$ cat config.mk
export PLATFORM = sky130hd
export DESIGN_NAME = rtc_bus_ctrl
export DESIGN_NICKNAME = d
export VERILOG_FILES = /design/src/rtl/rtc_pkg.sv /design/src/rtl/rtc_phase_timer.sv /design/src/rtl/rtc_bus_ctrl.sv
export SDC_FILE = /design/constraint.sdc
export NUM_CORES = 1
export LEC_CHECK = 0
export CORE_ASPECT_RATIO = 2
export CORE_MARGIN = 4
export CORE_UTILIZATION = 54
export DETAILED_ROUTE_END_ITERATION = 6
export PLACE_DENSITY = 0.84
export SLEW_MARGIN = 5
export SYNTH_ARGS = -nofsm -noshare
export SYNTH_HDL_FRONTEND = slang
export SYNTH_HIERARCHICAL = 1
export SYNTH_SLANG_ARGS = --single-unit
export TNS_END_PERCENT = 50
$ cat constraint.sdc
create_clock -name clk -period 3.55 [get_ports clk]
set_clock_uncertainty 0.05 [all_clocks]
set_input_delay 1.065 -clock clk [delete_from_list [all_inputs] [get_ports clk]]
set_output_delay 1.065 -clock clk [all_outputs]
set_load 0.005 [all_outputs]
$ cat src/rtl/rtc_pkg.sv
// Shared types and constants for the RTC multiplexed-bus controller.
// State encoding, counter width and AD-select phase codes.
package rtc_pkg;

   localparam int CNT_W = 8;

   localparam logic AD_SEL_ADDR = 1'b0;
   localparam logic AD_SEL_DATA = 1'b1;

   typedef enum logic [2:0] {
      IDLE,
      A_SETUP,
      A_STB,
      A_HOLD,
      D_SETUP,
      D_STB,
      D_HOLD,
      DONE
   } state_t;

endpackage

$ cat src/rtl/rtc_phase_timer.sv
// Loadable down-counter timing each bus phase.
// zero is high once the counter has run out.
module rtc_phase_timer
   import rtc_pkg::*;
(
   input  logic             clk,
   input  logic             rst,
   input  logic             load,
   input  logic [CNT_W-1:0] load_val,
   output logic             zero
);

   logic [CNT_W-1:0] cnt;

   always_ff @(posedge clk) begin
      if (rst)
         cnt <= '0;
      else if (load)
         cnt <= load_val;
      else if (cnt != '0)
         cnt <= cnt - 1'b1;
   end

   assign zero = (cnt == '0);

endmodule

$ cat src/rtl/rtc_bus_ctrl.sv
// Sequences one read or write transaction on the RTC multiplexed AD bus.
// Outputs are registered from the next-state decode.
module rtc_bus_ctrl
   import rtc_pkg::*;
#(
   parameter int T_SETUP = 2,
   parameter int T_PULSE = 4,
   parameter int T_HOLD  = 2
) (
   input  logic       clk,
   input  logic       rst,
   input  logic       start_wr,
   input  logic       start_rd,
   input  logic [7:0] addr,
   input  logic [7:0] wdata,
   output logic [7:0] rdata,
   output logic       busy,
   output logic       done,
   output logic [7:0] ad_out,
   input  logic [7:0] ad_in,
   output logic       ad_oe,
   output logic       ad_sel,
   output logic       cs_n,
   output logic       wr_n,
   output logic       rd_n
);

   state_t state, state_nx;

   logic             op_wr;
   logic [7:0]       lat_addr;
   logic [7:0]       lat_wdata;
   logic             start;
   logic             ld;
   logic [CNT_W-1:0] ld_val;
   logic             zero;

   logic             nx_cs_n;
   logic             nx_wr_n;
   logic             nx_rd_n;
   logic             nx_oe;
   logic             nx_sel;
   logic [7:0]       nx_ad;
   logic             cur_wr;
   logic [7:0]       cur_addr;

   assign start = start_wr | start_rd;

   function automatic logic [CNT_W-1:0] dur(input state_t s);
      case (s)
         A_SETUP, D_SETUP: dur = CNT_W'(T_SETUP - 1);
         A_STB,   D_STB:   dur = CNT_W'(T_PULSE - 1);
         A_HOLD,  D_HOLD:  dur = CNT_W'(T_HOLD - 1);
         default:          dur = '0;
      endcase
   endfunction

   rtc_phase_timer u_timer (
      .clk      (clk),
      .rst      (rst),
      .load     (ld),
      .load_val (ld_val),
      .zero     (zero)
   );

   always_comb begin
      state_nx = state;
      unique case (state)
         IDLE:    if (start) state_nx = A_SETUP;
         A_SETUP: if (zero)  state_nx = A_STB;
         A_STB:   if (zero)  state_nx = A_HOLD;
         A_HOLD:  if (zero)  state_nx = D_SETUP;
         D_SETUP: if (zero)  state_nx = D_STB;
         D_STB:   if (zero)  state_nx = D_HOLD;
         D_HOLD:  if (zero)  state_nx = DONE;
         DONE:               state_nx = IDLE;
         default:            state_nx = IDLE;
      endcase
      ld     = (state_nx != state);
      ld_val = dur(state_nx);
   end

   // Operands are latched on the accepting edge, so use the live inputs then
   assign cur_wr   = (state == IDLE) ? start_wr : op_wr;
   assign cur_addr = (state == IDLE) ? addr     : lat_addr;

   always_comb begin
      nx_cs_n = 1'b1;
      nx_wr_n = 1'b1;
      nx_rd_n = 1'b1;
      nx_oe   = 1'b0;
      nx_sel  = AD_SEL_ADDR;
      nx_ad   = ad_out;
      unique case (state_nx)
         A_SETUP, A_STB, A_HOLD: begin
            nx_cs_n = 1'b0;
            nx_oe   = 1'b1;
            nx_ad   = cur_addr;
            nx_wr_n = (state_nx != A_STB);
         end
         D_SETUP, D_STB, D_HOLD: begin
            nx_cs_n = 1'b0;
            nx_sel  = AD_SEL_DATA;
            nx_oe   = cur_wr;
            if (cur_wr)
               nx_ad = lat_wdata;
            if (state_nx == D_STB) begin
               nx_wr_n = ~cur_wr;
               nx_rd_n = cur_wr;
            end
         end
         default: ;
      endcase
   end

   always_ff @(posedge clk) begin
      if (rst) begin
         state     <= IDLE;
         op_wr     <= 1'b0;
         lat_addr  <= '0;
         lat_wdata <= '0;
         rdata     <= '0;
         busy      <= 1'b0;
         done      <= 1'b0;
         ad_out    <= '0;
         ad_oe     <= 1'b0;
         ad_sel    <= AD_SEL_ADDR;
         cs_n      <= 1'b1;
         wr_n      <= 1'b1;
         rd_n      <= 1'b1;
      end else begin
         state  <= state_nx;
         busy   <= (state_nx != IDLE);
         done   <= (state_nx == DONE);
         ad_out <= nx_ad;
         ad_oe  <= nx_oe;
         ad_sel <= nx_sel;
         cs_n   <= nx_cs_n;
         wr_n   <= nx_wr_n;
         rd_n   <= nx_rd_n;
         if (state == IDLE && start) begin
            op_wr     <= start_wr;
            lat_addr  <= addr;
            lat_wdata <= wdata;
         end
         if (state == D_STB && zero && !op_wr)
            rdata <= ad_in;
      end
   end

endmodule

== Word-level counts from Yosys, hierarchy flattened ==
Index checks and enable logic that the tools add are counted.

* Add/subtract/negate cells: 1
* Eq/ne operators: 17
* Mux-type cells: 20
* Bitwise logic cells: 4
* Reductions and logical operators: 17

{| class="wikitable"
|+ Operator list
! kind !! number
|-
| 2-to-1 mux 8 bit || 4
|-
| == test 3 bit (second input constant) || 8
|-
| case mux 3 bit (8 select lines) || 1
|-
| 2-to-1 mux 3 bit || 7
|-
| case mux 8 bit (2 select lines) || 1
|-
| == test 3 x 2 -> 1 bit (second input constant) || 4
|-
| OR reduction 3 bit || 3
|-
| zero test 8 bit || 1
|-
| nonzero test 8 bit || 1
|-
| subtractor 8 x 1 -> 8 bit (second input constant) || 1
|-
| == test 3 x 1 -> 1 bit (second input constant) || 2
|-
| OR reduction 6 bit || 1
|-
| 2-to-1 mux 1 bit || 4
|-
| case mux 1 bit (2 select lines) || 2
|-
| case mux 2 bit (2 select lines) || 1
|-
| nonzero test 2 bit || 2
|-
| OR reduction 4 bit || 1
|-
| logical AND 1 bit || 3
|-
| zero test 3 bit || 1
|-
| inequality test 3 x 2 -> 1 bit (second input constant) || 1
|-
| inequality test 3 bit || 1
|-
| NOT 1 bit || 3
|-
| nonzero test 3 bit || 1
|-
| inequality test 2 bit (second input constant) || 1
|-
| 4 further kinds || 4
|}

* Bits in registers: 51
* Output and inout bits: 23
* Word-level logic and storage cells: 73

== Longest topological paths before layout ==
Gate-level depths: netlist (run 1).

* Depth in word-level cells: 7
* Gate-level depth with buffers: 12

== By module ==
Netlist (run 1), hierarchy kept.

{| class="wikitable"
|+ Modules (own cells, without submodules)
! module !! instances !! cells each !! area each (µm²) !! seq. area each (µm²)
|-
| rtc_bus_ctrl || 1 || 232 || 1920.6 || 860.8
|-
| rtc_phase_timer || 1 || 53 || 475.5 || 160.2
|}

== Worst setup path before layout (run 1) ==
No wires, ideal clock.

* Path kind: in2reg
* Start: in start_wr
* End: reg u_timer.cnt[0]
* Setup time: 0.073 ns
* Arrival time: 2.418 ns
* Setup slack: 1.009 ns
* Stages: 6
* Path buffers: 1
* Cell sequence: o21ai_1 -> clkbuf_1 -> a21oi_1 -> o22a_1 -> or4_4 -> o211ai_2

* Elaborated cells between the ends (all ways): 15

{| class="wikitable"
|+ RTL lines
! what !! line !! text
|-
| start, declared || rtc_bus_ctrl.sv:12 || <nowiki>input logic start_wr,</nowiki>
|-
| bitwise OR 1 bit * || rtc_bus_ctrl.sv:47 || <nowiki>assign start = start_wr | start_rd;</nowiki>
|-
| 2-to-1 mux 3 bit * || rtc_bus_ctrl.sv:69 || <nowiki>IDLE: if (start) state_nx = A_SETUP;</nowiki>
|-
| case mux 3 bit (8 select lines) * || rtc_bus_ctrl.sv:68 || <nowiki>unique case (state)</nowiki>
|-
| inequality test 3 bit * || rtc_bus_ctrl.sv:79 || <nowiki>ld = (state_nx != state);</nowiki>
|-
| named net ld || rtc_bus_ctrl.sv:34 || <nowiki>logic ld;</nowiki>
|-
| 2-to-1 mux 8 bit / nonzero test 2 bit (equally long branches) || -- ||
|-
| end signal, assigned || rtc_phase_timer.sv:19 || <nowiki>cnt <= load_val;</nowiki>
|-
| end signal, assigned || rtc_phase_timer.sv:21 || <nowiki>cnt <= cnt - 1'b1;</nowiki>
|-
| end, declared || rtc_phase_timer.sv:13 || <nowiki>logic [CNT_W-1:0] cnt;</nowiki>
|}

Mark *: on every way through the listed nets, which the timed path passes. The rest lies on a longest branch.
A chain may end at the register's enable or synchronous reset.

== Worst setup path after layout (run 1) ==
* Start: in start_wr
* End: reg u_timer.cnt[5]

The elaborated chain is that of the path after synthesis.

==> reports/metrics.csv, run 1 <==
stage,metric,value,unit
cells_and_area,Final Util,0.6915,
cells_and_area,nets,361,
floorplanning,Die Ht,102.2,um
synthesis,"Async S/R FF share, synth",0,
critical_path,CP max FO,14,
floorplanning,die area,0.005631,mm2
synthesis,Yosys top cell area share,0.4261,
critical_path,CP Cell Sequence,clkdlybuf4s50_1 > o21ai_1 > a21oi_1 > o22a_1 > or2_2 > o32ai_1,
detailed_routing,via count,2195,
placed_design,hpwl dp,4197,um
clock_tree,Worst-Skew Late Latency,0.29,ns
floorplanning,# IOs,51,
placed_design,Inst Count DP,379,
timing,Max-Slew Margin vs Limit,0.3425,
synthesis,Syn Area/Cell,8.407,um2
clock_tree,Setup Buffers After CTS,0,
timing,Fmax achieved,358.1,MHz
worst_hold_path,Worst Hold Class,reg -> reg,
synthesis,ys flop type,dfxtp_1,
power,Sw Pwr,0.6704,mW
synthesis,synth top area cells,"dfxtp_1 (43%), nand2_1 (8.8%), a21oi_1 (5.8%)",
cells_and_area,"commonest cells after routing, fill and taps aside","nand2_1 (56), dfxtp_1 (51), clkdlybuf4s50_1 (50)",
critical_path,Startpoint Class,primary input,
flow_run,max_cap viols,0,
clock_tree,total clock sinks,51,
placed_design,gpl congestion,0.8550,
detailed_routing,drt wl/cell,14.64,um
power,Clock Power Share,0.177,
cells_and_area,Layout area overhead,25.22,%
power,Static Leak,1.142,nW
synthesis,number of synthesized flops with an enable pin,0,
synthesis,synthesized area,0.002396,mm2
synthesis,Cells after Synth,285,
status,status,"complete, no violations",
power,pwr dens,615.1,mW/mm2
critical_path,WP data arrival,2.94,ns
clock_tree,Inserted Clock Buffers,5,
detailed_routing,Detail Route Antenna Nets,0,
detailed_routing,final wirelength,5651,um
clock_tree,cts hold-fix bufs,0,
grt,global routing usage on met3,0.03942,
cells_and_area,final non-filler cell total,386,
clock_tree,number of gates resized after cts,0,
timing,Fin. Hold Viols,0,
floorplanning,row cnt,34,
grt,initial antenna violation count,0,
timing,final worst-path cycle share,0.7867,
cells_and_area,fraction of layout cells with a size suffix above 1,0.09337,
cells_and_area,Ant. Diodes,0,
synthesis,largest area contributor in the netlist,dfxtp_1,
critical_path,"CP delay by family, top",compound AO/OA/AOI/OAI gates,
detailed_routing,drt first pass iters,4,
critical_path,Crit path largest cell delay,0.46,ns
synthesis,Yosys cell types,50,
timing,worst hold margin,0.4046,ns
timing,post-route minimum period,2.793,ns
detailed_routing,Remaining DRCs,0,
floorplanning,core area,0.004339,mm2
timing,Final Setup Violations,0,
clock_tree,Max Buffers Root-to-Sink,2,
synthesis,Synth Warn #,6,
cells_and_area,fill count,376,
placed_design,area of placed instances,0.002913,mm2
power,share of power burned in registers,0.426,
clock_tree,htree depth,2,
cells_and_area,"leading cell type in the layout, fill and taps excluded",nand2_1,
power,Combinational Power Share,0.397,
power,Sw Share,0.3632,
timing,RSZ-0062 raised after global routing,no,
grt,GRT overflow,0,
timing,setup ws final,0.7571,ns
grt,vias in the first global route,2102,
synthesis,register area share after synthesis,0.4261,
floorplanning,die span in x,55.10,um
timing,TNS Setup,0,ns
critical_path,crit end category,flop,
placed_design,IO buf count,50,
clock_tree,clock slew at reported path FFs,0.08,ns
grt,met1 GRT Util,0.2222,
grt,global route hottest layer,met2,
placed_design,setup slack after placement,0.4787,ns
timing,worst-margin pin slew,0.9849,ns
clock_tree,CTS tree,done,
synthesis,Yosys reg bits,51,
cells_and_area,fin area,0.003000,mm2
power,Pwr Total,1.846,mW
critical_path,critical path required time,3.70,ns
detailed_routing,via/cell ratio,5.687,
clock_tree,root buffer cell,clkbuf_8,
critical_path,crit path kind,in -> reg,
power,Internal Power,1.175,mW
grt,largest net degree at the start of global routing,31,
grt,first-pass GRT wire length,9163,um
critical_path,CP max stage cell,clkdlybuf4s50_1,
detailed_routing,Starting DRT DRC Count,51,
power,Max VDD drop,0.4272,mV
grt,GRT met2 Usage,0.4097,
floorplanning,starting density of the core,0.5522,
timing,Slew Limit Fails,0,
grt,GRT Overall Usage,0.2183,
critical_path,WP buf/inv,1,
critical_path,FF-to-FF setup slack,0.88,ns
## tightest hold or removal path, cell delays in order, from the launching register on
cell     delay (ns)
dfxtp_1        0.31
nand2_1        0.05
a21oi_1        0.05
## flip-flops by register name, indices dropped and copies added, names as in the netlist, 3 cells and up
| register | flops |
|---|---|
| ad_out | 8 |
| lat_addr | 8 |
| lat_wdata | 8 |
| rdata | 8 |
| state | 3 |
| u_timer/cnt | 8 |
## synth_stat cells, types with 7 or more instances
| master | count |
|---|---|
| nor3_1 | 7 |
| or2_2 | 9 |
| a21oi_1 | 28 |
| a32o_1 | 8 |
| nor2_1 | 18 |
| o21ai_0 | 12 |
| nand3_1 | 9 |
| nand2_1 | 56 |
| dfxtp_1 | 51 |
| clkbuf_1 | 11 |
| mux2i_1 | 10 |
## cell families (layout without fill, tap and decap cells)
group	Yosys count	count (layout)	share of synthesized area
other cells	1	6	0.001565
buf+inv	25	67	0.05431
flops	51	51	0.4261
mux	10	10	0.04178
simple gates	123	123	0.2600
xor+xnor	5	5	0.01828
compound gates	69	69	0.1927
fa+ha+maj	1	1	0.005221
## layer usage
layer / share of wire / wire length, um
met1: 0.36 / 2048
met2: 0.57 / 3244
met3: 0.037 / 210
met4: 0.026 / 148
met5: 0 / 0
## path summary, 6_finish.rpt
| path | cells past startpoint | start | endpoint |
|---|---|---|---|
| hold reg to reg | 2 | lat_addr[6] | lat_addr[6] |
| setup reg to reg | 6 | state[0] | u_timer/cnt[5] |
| hold / removal | 2 | lat_addr[6] | lat_addr[6] |
| setup / recovery | 6 | start_wr | u_timer/cnt[5] |
## area by class of cell
type | count | area (um2) | area share
multi-input combinational | 214 | 1264 | 0.4212
sequential | 51 | 1021 | 0.3403
clock inverter | 1 | 5.005 | 0.001668
inverter | 4 | 15.01 | 0.005004
tap | 54 | 67.56 | 0.02252
timing repair buffer | 56 | 545.5 | 0.1818
clock buffer | 6 | 82.58 | 0.02752
## power by group through the flow
| stage | combinational [mW] | clock (mW) | sequential [mW] |
|---|---|---|---|
| floorplan | 0.570 | 0 | 0.753 |
| detailed placement | 0.729 | 0 | 0.796 |
| global placement | 0.710 | 0 | 0.792 |
| global route | 0.814 | 0.359 | 0.797 |
| CTS | 0.733 | 0.338 | 0.784 |
| finish | 0.732 | 0.328 | 0.786 |
(Power assumes the default switching activity.)
==> run 2, diff against run 1 <==
Settings changed: CORE_UTILIZATION 54 to 46, PLACE_DENSITY 0.84 to 0.76.
Clock period 3.55 ns to 2.28 ns, I/O delays scaled along.
==> run 2 against run 1 <==
Critical path depth grew 2. Critical path type is now reg -> reg. Wire length up 5.6%. Non-clock buffer count is 28 higher. Global-route usage fell by 2.7 points.
==> reports/metrics.csv, run 2 (synthesized netlist as in run 1, its figures left out) <==
stage,metric,value,unit,change
cells_and_area,Layout area overhead,37.65,%,was 25.22%
critical_path,crit path kind,reg -> reg,,was in -> reg
grt,vias in the first global route,2163,,was 2102
critical_path,worst reg2reg path endpoint,u_timer/cnt[0],,was u_timer/cnt[5]
clock_tree,cts hold-fix bufs,0,,unchanged
grt,first-pass GRT wire length,9694,um,was 9163 um
worst_hold_path,WHS Endpoint,lat_wdata[0],,was lat_addr[6]
timing,final worst-path cycle share,0.9675,,
critical_path,WP data arrival,2.40,ns,was 2.94 ns
grt,GRT Overall Usage,0.1913,,was 0.2183
timing,Fmax achieved,453.3,MHz,
floorplanning,core area,0.004955,mm2,was 0.004339 mm2
detailed_routing,Remaining DRCs,0,,unchanged
floorplanning,Die Ht,110.1,um,was 102.2 um
cells_and_area,fill count,440,,was 376
clock_tree,total clock sinks,51,,unchanged
timing,TNS Setup,0,ns,unchanged
detailed_routing,via/cell ratio,5.434,,was 5.687
timing,post-route minimum period,2.206,ns,
placed_design,gpl congestion,0.8250,,was 0.8550
detailed_routing,drt wl/cell,14.24,um,was 14.64 um
detailed_routing,Detail Route Antenna Nets,0,,unchanged
detailed_routing,drt first pass iters,4,,unchanged
power,pwr dens,967.7,mW/mm2,was 615.1 mW/mm2
cells_and_area,Seq. cell area,0.001023,mm2,was 0.001021 mm2
critical_path,"CP delay by family, top",simple AND/OR/NAND/NOR gates,,was compound AO/OA/AOI/OAI gates
cells_and_area,fraction of layout cells with a size suffix above 1,0.1851,,was 0.09337
critical_path,number of cells on the worst reg-to-reg path,8,,was 6
clock_tree,clock slew at reported path FFs,0.10,ns,was 0.08 ns
floorplanning,starting density of the core,0.4836,,was 0.5522
critical_path,CP max FO,10,,was 14
detailed_routing,Starting DRT DRC Count,82,,was 51
floorplanning,# IOs,51,,unchanged
critical_path,CP max stage cell,or4_4,,was clkdlybuf4s50_1
critical_path,crit path launch,u_timer/cnt[1],,was start_wr
worst_hold_path,Hold Path Stages,2,,unchanged
critical_path,crit end category,flop,,unchanged
power,Max VDD drop,0.7726,mV,was 0.4272 mV
placed_design,hpwl dp,4448,um,was 4197 um
cells_and_area,fin area,0.003298,mm2,was 0.003000 mm2
cells_and_area,Final Util,0.6657,,was 0.6915
grt,largest net degree at the start of global routing,22,,was 31
floorplanning,die span in x,59.04,um,was 55.10 um
clock_tree,root buffer cell,clkbuf_8,,unchanged
detailed_routing,via count,2277,,was 2195
clock_tree,htree depth,2,,unchanged
cells_and_area,Ant. Diodes,0,,unchanged
flow_run,max_cap viols,0,,unchanged
timing,Slew Limit Fails,0,,unchanged
critical_path,Startpoint Class,flop,,was primary input
power,Static Leak,1.298,nW,was 1.142 nW
critical_path,CP Cell Sequence,inv_1 > ha_1 > and4bb_2 > buf_8 > buf_4 > o22a_1 > or4_4 > o211ai_2,,was clkdlybuf4s50_1 > o21ai_1 > a21oi_1 > o22a_1 > or2_2 > o32ai_1
detailed_routing,final wirelength,5967,um,was 5651 um
critical_path,RR Startpoint,u_timer/cnt[1],,was state[0]
power,Pwr Total,3.192,mW,was 1.846 mW
timing,worst-margin pin slew,0.6419,ns,was 0.9849 ns
timing,Max-Slew Margin vs Limit,0.5716,,was 0.3425
critical_path,WP buf/inv,3,,was 1
cells_and_area,final non-filler cell total,419,,was 386
timing,Final Setup Violations,0,,unchanged
cells_and_area,"leading cell type in the layout, fill and taps excluded",nand2_1,,unchanged
placed_design,IO buf count,50,,unchanged
floorplanning,row cnt,36,,was 34
critical_path,FF-to-FF setup slack,0.07,ns,was 0.88 ns
status,status,"complete, no violations",,unchanged
critical_path,Crit path largest cell delay,0.53,ns,was 0.46 ns
clock_tree,Worst-Skew Late Latency,0.31,ns,was 0.29 ns
clock_tree,Max Buffers Root-to-Sink,2,,unchanged
timing,RSZ-0062 raised after global routing,no,,unchanged
grt,initial antenna violation count,0,,unchanged
grt,GRT overflow,0,,unchanged
worst_hold_path,hold_sp,lat_wdata[0],,was lat_addr[6]
cells_and_area,nets,390,,was 361
placed_design,area of placed instances,0.003144,mm2,was 0.002913 mm2
floorplanning,die area,0.006498,mm2,was 0.005631 mm2
clock_tree,Inserted Clock Buffers,5,,unchanged
cells_and_area,multi-input logic area,0.001294,mm2,was 0.001264 mm2
clock_tree,CTS tree,done,,unchanged
cells_and_area,"commonest cells after routing, fill and taps aside","nand2_1 (56), clkdlybuf4s50_1 (50), dfxtp_1 (49)",,"was nand2_1 (56), dfxtp_1 (51), clkdlybuf4s50_1 (50)"
placed_design,Inst Count DP,407,,was 379
timing,Fin. Hold Viols,0,,unchanged
worst_hold_path,Worst Hold Class,reg -> reg,,unchanged
critical_path,critical path required time,2.47,ns,was 3.70 ns
run 2: cell count changes in the layout (fill, tap and decap cells not counted), sizes merged:
cell and delta:
buf +28, clkinv +1, clkbuf -1, a21oi +1, clkinvlp +1
run 2: worst reg2reg max path, delay by kind of cell (launching register included):
family                   cells  cell delay (ns)
buffers and inverters        3             0.39
AND/OR/NAND/NOR              2             0.81
AO/OA/AOI/OAI                2             0.35
flip-flops                   1             0.36
adder cells (fa/ha/maj)      1             0.19
run 2: stage by stage:
step | hold WS [ns] | setup WS [ns]
finish | 0.4068 | 0.07401
global route | 0.4302 | 0.0005529
CTS | 0.4081 | 0.02035
detailed placement | 0.3935 | -0.2332
global placement | 0.3885 | -0.1348
floorplan | 0.3816 | 0.01428
run 2: power by group:
part | internal (mW) | switching (mW)
sequential | 1.06 | 0.121
combinational | 0.756 | 0.716
clock | 0.220 | 0.321
run 2: final cells by class:
class | instances | area share
repair buffers | 84 | 0.2428
clock buffers | 5 | 0.02086
multi-input cells | 215 | 0.3923
clock inverters | 3 | 0.007587
well taps | 57 | 0.02162
inverters | 4 | 0.004552
flip-flops and latches | 51 | 0.3103
run 2: per-layer routing:
layer  share of wire  track usage  vias up
li1                -            -     1140
met1            0.38       0.2077     1063
met2            0.56       0.3568       59
met3           0.033      0.02098       15
met4           0.029      0.08752        0
met5               0            0        -
run 2: repair_timing:
action / in CTS / in global routing
pin swaps: 2 / 5
endpoints found under the hold margin: 0 / 0
gates cloned: 1 / 0
setup buffers: 0 / 3
resized for setup: 3 / 6
setup endpoints to repair: 11 / 13
run 2: worst max-delay path by stage:
stage	endpoint	slack, ns	cells past startpoint
2_1_floorplan	u_timer/cnt[0]	0.01	10
3_3_place_gp	u_timer/cnt[5]	-0.13	6
3_5_place_dp	u_timer/cnt[3]	-0.23	6
4_1_cts	ad_out[6]	0.02	9
5_1_grt	ad_out[0]	0.0006	9
6_report	u_timer/cnt[0]	0.07	8
